--- src/rtl/compute_unit_pkg.sv ---
// Shared compute-unit definitions for the tensor-array scheduler
// and the push unit.
package compute_unit_pkg;

    localparam int ARRAY_DIM  = 4;
    localparam int FEED_STEPS = 2 * ARRAY_DIM - 1;

    typedef enum logic [2:0] {
        S_IDLE,
        S_CLEAR,
        S_FEED,
        S_WAIT,
        S_DRAIN,
        S_DONE
    } sched_state_t;

endpackage

--- src/rtl/rr_arbiter.sv ---
// Combinational round-robin pick.
// Scans requests starting at the priority pointer.
module rr_arbiter #(
    parameter int NUM_WARPS = 4,
    parameter int IW        = $clog2(NUM_WARPS)
) (
    input  logic [NUM_WARPS-1:0] i_req,
    input  logic [IW-1:0]        i_rr_ptr,
    output logic [NUM_WARPS-1:0] o_grant,
    output logic [IW-1:0]        o_grant_id,
    output logic                 o_valid
);

    logic [IW-1:0] w_idx;

    // Walk from farthest to nearest so the nearest requester wins.
    always_comb begin
        o_grant    = '0;
        o_grant_id = '0;
        o_valid    = 1'b0;
        w_idx      = '0;
        for (int i = NUM_WARPS - 1; i >= 0; i--) begin
            w_idx = IW'((int'(i_rr_ptr) + i) % NUM_WARPS);
            if (i_req[w_idx]) begin
                o_valid       = 1'b1;
                o_grant       = '0;
                o_grant[w_idx] = 1'b1;
                o_grant_id    = w_idx;
            end
        end
    end

endmodule

--- src/rtl/matmul_scheduler.sv ---
// Arbitrates the systolic tensor array between warps and sequences
// clear, operand feed, completion wait and result drain.
module matmul_scheduler
    import compute_unit_pkg::*;
#(
    parameter int NUM_WARPS = 4
) (
    input  logic                         clk,
    input  logic                         reset_n,
    input  logic [NUM_WARPS-1:0]         req,
    input  logic                         operand_ready,
    input  logic                         array_done,
    input  logic                         wb_ready,
    output logic [NUM_WARPS-1:0]         grant,
    output logic [$clog2(NUM_WARPS)-1:0] grant_id,
    output logic                         busy,
    output logic                         array_clear,
    output logic                         push_valid,
    output logic                         pause,
    output logic [2:0]                   feed_step,
    output logic                         wb_valid,
    output logic [1:0]                   wb_row,
    output logic [NUM_WARPS-1:0]         done
);

    localparam int IW = $clog2(NUM_WARPS);
    localparam logic [2:0] LAST_STEP = 3'(FEED_STEPS - 1);
    localparam logic [1:0] LAST_ROW  = 2'(ARRAY_DIM - 1);

    sched_state_t         r_state;
    logic [NUM_WARPS-1:0] r_grant;
    logic [IW-1:0]        r_owner;
    logic [IW-1:0]        r_rr_ptr;
    logic [2:0]           r_feed_step;
    logic [1:0]           r_wb_row;

    logic [NUM_WARPS-1:0] w_arb_grant;
    logic [IW-1:0]        w_arb_id;
    logic                 w_arb_valid;
    logic                 w_feed;

    rr_arbiter #(
        .NUM_WARPS (NUM_WARPS),
        .IW        (IW)
    ) u_arb (
        .i_req      (req),
        .i_rr_ptr   (r_rr_ptr),
        .o_grant    (w_arb_grant),
        .o_grant_id (w_arb_id),
        .o_valid    (w_arb_valid)
    );

    always_ff @(posedge clk or negedge reset_n) begin
        if (!reset_n) begin
            r_state     <= S_IDLE;
            r_grant     <= '0;
            r_owner     <= '0;
            r_rr_ptr    <= '0;
            r_feed_step <= '0;
            r_wb_row    <= '0;
        end else begin
            unique case (r_state)
                S_IDLE: begin
                    if (w_arb_valid) begin
                        r_state     <= S_CLEAR;
                        r_grant     <= w_arb_grant;
                        r_owner     <= w_arb_id;
                        r_feed_step <= '0;
                        r_wb_row    <= '0;
                    end
                end
                S_CLEAR: r_state <= S_FEED;
                S_FEED: begin
                    if (operand_ready) begin
                        if (r_feed_step == LAST_STEP)
                            r_state <= S_WAIT;
                        else
                            r_feed_step <= r_feed_step + 3'd1;
                    end
                end
                S_WAIT: begin
                    if (array_done)
                        r_state <= S_DRAIN;
                end
                S_DRAIN: begin
                    if (wb_ready) begin
                        if (r_wb_row == LAST_ROW)
                            r_state <= S_DONE;
                        else
                            r_wb_row <= r_wb_row + 2'd1;
                    end
                end
                S_DONE: begin
                    // Priority moves past the warp just served.
                    r_rr_ptr <= (int'(r_owner) == NUM_WARPS - 1)
                              ? '0 : r_owner + IW'(1);
                    r_grant  <= '0;
                    r_owner  <= '0;
                    r_state  <= S_IDLE;
                end
                default: r_state <= S_IDLE;
            endcase
        end
    end

    assign w_feed      = (r_state == S_FEED);
    assign grant       = r_grant;
    assign grant_id    = r_owner;
    assign busy        = (r_state != S_IDLE);
    assign array_clear = (r_state == S_CLEAR);
    assign push_valid  = w_feed && operand_ready;
    assign pause       = (r_state == S_CLEAR) || (w_feed && !operand_ready);
    assign feed_step   = r_feed_step;
    assign wb_valid    = (r_state == S_DRAIN);
    assign wb_row      = r_wb_row;
    assign done        = (r_state == S_DONE) ? r_grant : '0;

endmodule

--- config.mk ---
export PLATFORM = sky130hd
export DESIGN_NAME = matmul_scheduler
export DESIGN_NICKNAME = d
export VERILOG_FILES = /design/src/rtl/compute_unit_pkg.sv /design/src/rtl/rr_arbiter.sv /design/src/rtl/matmul_scheduler.sv
export SDC_FILE = /design/constraint.sdc
export NUM_CORES = 1
export LEC_CHECK = 0
export CORE_ASPECT_RATIO = 2
export CORE_UTILIZATION = 35
export CTS_CLUSTER_DIAMETER = 60
export CTS_CLUSTER_SIZE = 10
export DETAILED_ROUTE_END_ITERATION = 7
export GPL_ROUTABILITY_DRIVEN = 0
export PLACE_DENSITY_LB_ADDON = 0.08
export SYNTH_ARGS = -nofsm -noshare
export SYNTH_HDL_FRONTEND = slang
export SYNTH_SLANG_ARGS = --single-unit
--- constraint.sdc ---
create_clock -name clk -period 2.45 [get_ports clk]
set_input_delay 0.49 -clock clk [delete_from_list [all_inputs] [get_ports clk]]
set_output_delay 0.49 -clock clk [all_outputs]
set_load 0.005 [all_outputs]
==> results.ini, run 1 <==
[critical_path]
setup.worst_path.start_class = flop
cp-end-kind = output port
cp.required_ns = 1.96
worst-r2r-cell-count = 7
worstSetupStartpoint = r_state[1]
path_class = flop to output port
reg2reg_to = grant[2]
r2r-start = r_rr_ptr[1]
path_max_fanout = 11
rrSetupSlack_ns = 0.32
arrival_ns = 1.82

[global_routing]
grt_max_degree = 17
grt_pass1_wl_um = 5400
grt_pass1_vias = 1180
grt_usage = 0.174
gr-total-overflow = 0
grt_antenna_before_repair = 0

[die]
io_pins = 29
initial_utilization = 0.364
core_area_mm2 = 0.00380
row_count = 32
dieArea_mm2 = 0.00423
die_w_um = 46.5
die_h_um = 91.0

[detailed_routing]
dr.pass1.iters = 4
routedWlPerCell_um = 14.7
drc = 0
final_antenna_net_count = 0
drtIter0Drc = 26
viasPerCell = 5.38
vias = 1221
drt-total-wl_um = 3340

[clocking]
clk_latency_ns = 0.25
clk_pin_slew_ns = 0.07
cts-buffers-inserted = 3
cts_buffer_depth = 2
cts_resized = 0
clockRootBuffer = clkbuf_8
hold_buffers = 0
cts_htree_levels = 1
cts_tree = yes
cts_setup_buffers = 0
clock_sinks = 16

[sta]
finalHoldViolCount = 0
skew_ns = 0.00917
max_freq_ghz = 0.433
worstMarginPinSlew_ns = 0.749
setup_viol = 0
period_share = 0.942
slew_headroom = 0.499
rsz0062_at_grt = false
fin_tns_setup_ns = 0
finalCriticalPeriod_ns = 2.31
drv_slew = 0

[final_layout]
drive_gt1_frac = 0.136
nFillCells = 380
multi_input_area_um2 = 872
seq_area_um2 = 400
utilization = 0.465
final_nets = 199
antenna_cells = 0
design_area_mm2 = 0.00177
area_growth_pct = 27.8

[worst_hold_path]
min_path_type = flop to flop
min_to = grant_id[1]
hold_depth = 2
min-delay-start = grant_id[1]

[synthesis]
syn_inst = 146
synth_area_leader_cell = dfrtp_1
yosysTopAreaCellShare = 0.289
syn-num-nets = 167
synth_cell_types = 43
ys_ff_latch = 16
syn_area_per_cell_um2 = 9.49
synth_warnings = 0
seq_area_frac_synth = 0.289
synthTopCellsByArea = dfrtp_1, ha_1, mux2i_1
syn_area_mm2 = 0.00139

[placed_design]
hpwl_um = 2620
portBuffers = 28
post_dp_cell_area_mm2 = 0.00173

[power_and_ir_drop]
ir_worst_vdd_v = 0.000560
power_leakage_nw = 0.729
p_total_w = 0.00187
powerDensity_mw_per_mm2 = 1060

[status]
status = finished, final reports clean

[flow_run]
drv_cap = 0

==> cell usage in the layout (no fill, tap or decap), drive strengths merged, types with 4 or more instances in the layout <==
master and n:
nor2 10, a221oi 4, nand3 11, o221ai 5
mux2i 6, nor3 4, buf 11, dfrtp 16
inv 8, ha 12, nand2 9, nand2b 4
clkdlybuf4s50 28, a21oi 4, o21ai 6, mux4 4
==> stage by stage <==
step | setup slack (ns) | hold WS (ns) | cells
after global placement | 0.115 | 0.524 | 224
after CTS | 0.119 | 0.541 | 227
final | 0.142 | 0.536 | 227
after floorplan | 0.154 | 0.194 | 146
after global routing | 0.0349 | 0.568 | 227
after detailed placement | 0.0818 | 0.526 | 224
==> cell type report <==
class,count,share of cell area
clock buffer,3,0.0233
sequential,16,0.226
tap,51,0.0360
multi-input combinational,110,0.493
inverter,8,0.0170
timing repair buffer,39,0.205
==> worst max-delay path, stage by stage, from the launching register on <==
cell and delay (ns):
dfrtp_1 0.50, nor3b_1 0.36, and2_1 0.20, clkdlybuf4s50_1 0.50
==> cells by family (layout without fill, tap and decap cells) <==
logic type | Yosys count | count (layout) | share of synthesized area
AND/OR/NAND/NOR | 55 | 55 | 0.223
multiplexers | 13 | 13 | 0.141
flip-flops | 16 | 16 | 0.289
AO/OA/AOI/OAI | 30 | 30 | 0.157
adder cells (fa/ha/maj) | 12 | 12 | 0.108
buffers and inverters | 20 | 50 | 0.0813
==> synthesized netlist by cell type <==
| master | n |
|---|---|
| dfrtp_1 | 16 |
| ha_1 | 12 |
| nand3_1 | 11 |
| nor2_1 | 10 |
| inv_1 | 8 |
| nand2_1 | 8 |
| buf_2 | 6 |
| mux2i_1 | 6 |
| o221ai_1 | 5 |
| a21oi_1 | 4 |
| a221oi_1 | 4 |
| buf_6 | 4 |
| nand2b_1 | 4 |
| nor3_1 | 4 |
| o21ai_1 | 4 |
| nand3b_1 | 3 |
| nor3b_1 | 3 |
| a32o_1 | 2 |
| and2_1 | 2 |
| clkbuf_1 | 2 |
| mux2_2 | 2 |
| mux4_1 | 2 |
| mux4_2 | 2 |
| o211ai_1 | 2 |
| o21ai_0 | 2 |
| a211oi_1 | 1 |
| a21o_1 | 1 |
| and2b_1 | 1 |
| and3_1 | 1 |
| mux2_4 | 1 |
| nand2_2 | 1 |
| nand4b_1 | 1 |
| nor2b_1 | 1 |
| o21bai_1 | 1 |
| o22ai_1 | 1 |
| o311ai_0 | 1 |
| o31ai_1 | 1 |
| o41ai_1 | 1 |
| or2_4 | 1 |
| or2b_1 | 1 |
| or3_4 | 1 |
| or4_4 | 1 |
| or4b_2 | 1 |
==> layer usage <==
metal | global-route usage | part of all wire
met5 | 0 | 0
met4 | 0.0907 | 0.020
met3 | 0.0239 | 0.024
met2 | 0.292 | 0.54
met1 | 0.197 | 0.41
==> state kept, by name (all words and copies together) (netlist names) <==
signal,count
wb_row,2
grant,4
r_state,3
grant_id,2
r_rr_ptr,2
feed_step,3
==> report_power, final <==
part	switching (W)	internal, W
Combinational	0.000555	0.000626
Sequential	0.000122	0.000370
Clock	0.0000895	0.000109
==> worst max path at each step <==
stage	endpoint	slack, ns
floorplan	grant[0]	0.15
global placement	grant[2]	0.12
detailed placement	grant[2]	0.08
CTS	push_valid	0.12
global route	push_valid	0.03
finish	push_valid	0.14
No activity file was read; power rests on OpenSTA's default activity.
==> run 2, diff against run 1 <==
--- a/config.mk
+++ b/config.mk
@@ -6,7 +6,7 @@
 export NUM_CORES = 1
 export LEC_CHECK = 0
 export CORE_ASPECT_RATIO = 2
-export CORE_UTILIZATION = 35
+export CORE_UTILIZATION = 25
 export CTS_CLUSTER_DIAMETER = 60
 export CTS_CLUSTER_SIZE = 10
 export DETAILED_ROUTE_END_ITERATION = 7
==> results.ini, run 2 (synthesized netlist as in run 1, its figures left out) <==
[clocking]
hold_buffers = 0  ; unchanged
clk_latency_ns = 0.25  ; about the same
cts_buffer_depth = 2  ; unchanged
cts_htree_levels = 1  ; unchanged
cts-buffers-inserted = 3  ; unchanged
clk_pin_slew_ns = 0.06  ; was 0.07 ns
cts_tree = yes  ; unchanged
clock_sinks = 16  ; unchanged
clockRootBuffer = clkbuf_8  ; unchanged

[placed_design]
dp_cells = 231  ; was 224
portBuffers = 28  ; unchanged
hpwl_um = 2960  ; was 2620 um
post_dp_cell_area_mm2 = 0.00173  ; about the same

[power_and_ir_drop]
powerDensity_mw_per_mm2 = 1070  ; was 1060 mW/mm2
ir_worst_vdd_v = 0.000441  ; was 0.000560 V
p_total_w = 0.00192  ; was 0.00187 W
power_leakage_nw = 0.737  ; was 0.729 nW

[critical_path]
arrival_ns = 1.79  ; was 1.82 ns
cp-end-kind = output port  ; unchanged
setup.worst_path.start_class = flop  ; unchanged
worst-r2r-cell-count = 7  ; unchanged
slowest_delay_ns = 0.52  ; was 0.50 ns
cp.required_ns = 1.96  ; about the same
path_cells = nand3b_1, nor2_1, clkdlybuf4s50_1  ; was nor3b_1, and2_1, clkdlybuf4s50_1
path_max_fanout = 11  ; unchanged
slowest_stage = clkdlybuf4s50_1  ; was dfrtp_1
path_class = flop to output port  ; unchanged

[sta]
setup_viol = 0  ; unchanged
max_freq_ghz = 0.438  ; was 0.433 GHz
fin_tns_setup_ns = 0  ; unchanged
finalCriticalPeriod_ns = 2.28  ; was 2.31 ns
skew_ns = 0.00439  ; was 0.00917 ns
slew_headroom = 0.497  ; was 0.499
finalHoldViolCount = 0  ; unchanged
worstMarginPinSlew_ns = 0.753  ; was 0.749 ns
drv_slew = 0  ; unchanged
rsz0062_at_grt = false  ; unchanged
period_share = 0.931  ; was 0.942

[final_layout]
final_cell_mix = clkdlybuf4s50_1, dfrtp_1, ha_1  ; unchanged
final_common_cell = clkdlybuf4s50_1  ; unchanged
area_growth_pct = 30.0  ; was 27.8%
nFillCells = 571  ; was 380
stdcell_count = 237  ; was 227
antenna_cells = 0  ; unchanged
multi_input_area_um2 = 877  ; was 872 um2
final_nets = 199  ; unchanged
design_area_mm2 = 0.00180  ; was 0.00177 mm2
largest_register_ff_count = 4  ; unchanged
seq_area_um2 = 400  ; unchanged
utilization = 0.335  ; was 0.465
drive_gt1_frac = 0.147  ; was 0.136

[detailed_routing]
vias = 1241  ; was 1221
top_layer = met4  ; unchanged
drt-total-wl_um = 3650  ; was 3340 um
dr.pass1.iters = 4  ; unchanged
drtIter0Drc = 18  ; was 26
drc = 0  ; unchanged
met1_length_um = 1310  ; was 1370 um
final_antenna_net_count = 0  ; unchanged
routedWlPerCell_um = 15.4  ; was 14.7 um
wl_met3_um = 109  ; was 80 um
viasPerCell = 5.24  ; was 5.38
wl_met2_um = 2180  ; was 1820 um

[global_routing]
grt_pass1_vias = 1225  ; was 1180
grt_antenna_before_repair = 0  ; unchanged
grt_pass1_wl_um = 5800  ; was 5400 um
grt_max_degree = 17  ; unchanged
grt_usage = 0.137  ; was 0.174
gr-total-overflow = 0  ; unchanged

[worst_hold_path]
min_path_type = flop to flop  ; unchanged
hold_depth = 2  ; unchanged

[die]
row_count = 38  ; was 32
io_pins = 29  ; unchanged
die_w_um = 54.6  ; was 46.5 um
dieArea_mm2 = 0.00586  ; was 0.00423 mm2
initial_utilization = 0.258  ; was 0.364
die_h_um = 107  ; was 91.0 um
core_area_mm2 = 0.00537  ; was 0.00380 mm2

[status]
status = finished, final reports clean  ; unchanged

[flow_run]
drv_cap = 0  ; unchanged

run 2: per-stage QoR:
step,hold WS (ns),setup slack [ns]
floorplan,0.194,0.154
global placement,0.527,0.0471
detailed placement,0.531,0.0430
CTS,0.546,0.0849
global route,0.573,0.0212
finish,0.538,0.169
run 2: layout make-up:
cell class | count | share of cell area
well taps | 60 | 0.0417
repair buffers | 39 | 0.202
clock buffers | 4 | 0.0306
inverters | 8 | 0.0167
flip-flops and latches | 16 | 0.222
multi-input cells | 110 | 0.487
run 2: final timing paths:
check                             from           end  slack [ns]
max in group asynchronous      reset_n    r_state[1]        1.29
max reg2reg                r_rr_ptr[1]      grant[2]        0.33
min reg2reg                grant_id[1]   grant_id[1]        0.54
max                         r_state[1]       done[1]        0.17
min in group asynchronous      reset_n  feed_step[0]        0.68
min                        grant_id[1]   grant_id[1]        0.54
run 2: report_power, final:
group	internal, W	total (W)	switching, W	leakage [nW]
registers	0.000370	0.000495	0.000125	0.208
logic	0.000629	0.00119	0.000561	0.501
clock network	0.000143	0.000235	0.0000929	0.0288
run 2: critical path, delay by kind of cell (launching register included):
kind / cells / cell delay [ns]
AND/OR/NAND/NOR: 2 / 0.54
buffers and inverters: 1 / 0.52
flip-flops: 1 / 0.48
run 2: what timing repair did:
action | CTS | global route
resized for setup | 0 | 1
setup buffers | 0 | 2
endpoints found under the setup margin | 0 | 2
run 2: metal layers:
metal | GRT usage | vias up
met1 | 0.131 | 603
met2 | 0.262 | 29
li1 | - | 603
met5 | 0 | -
met4 | 0.0586 | 0
met3 | 0.0155 | 6
==> run 3, diff against run 2 <==
--- a/config.mk
+++ b/config.mk
@@ -8,7 +8,6 @@
 export CORE_ASPECT_RATIO = 2
 export CORE_UTILIZATION = 25
 export CTS_CLUSTER_DIAMETER = 60
-export CTS_CLUSTER_SIZE = 10
 export DETAILED_ROUTE_END_ITERATION = 7
 export GPL_ROUTABILITY_DRIVEN = 0
 export PLACE_DENSITY_LB_ADDON = 0.08
==> results of run 3 <==
Final layout, timing and power as in run 2 (identical DEF).
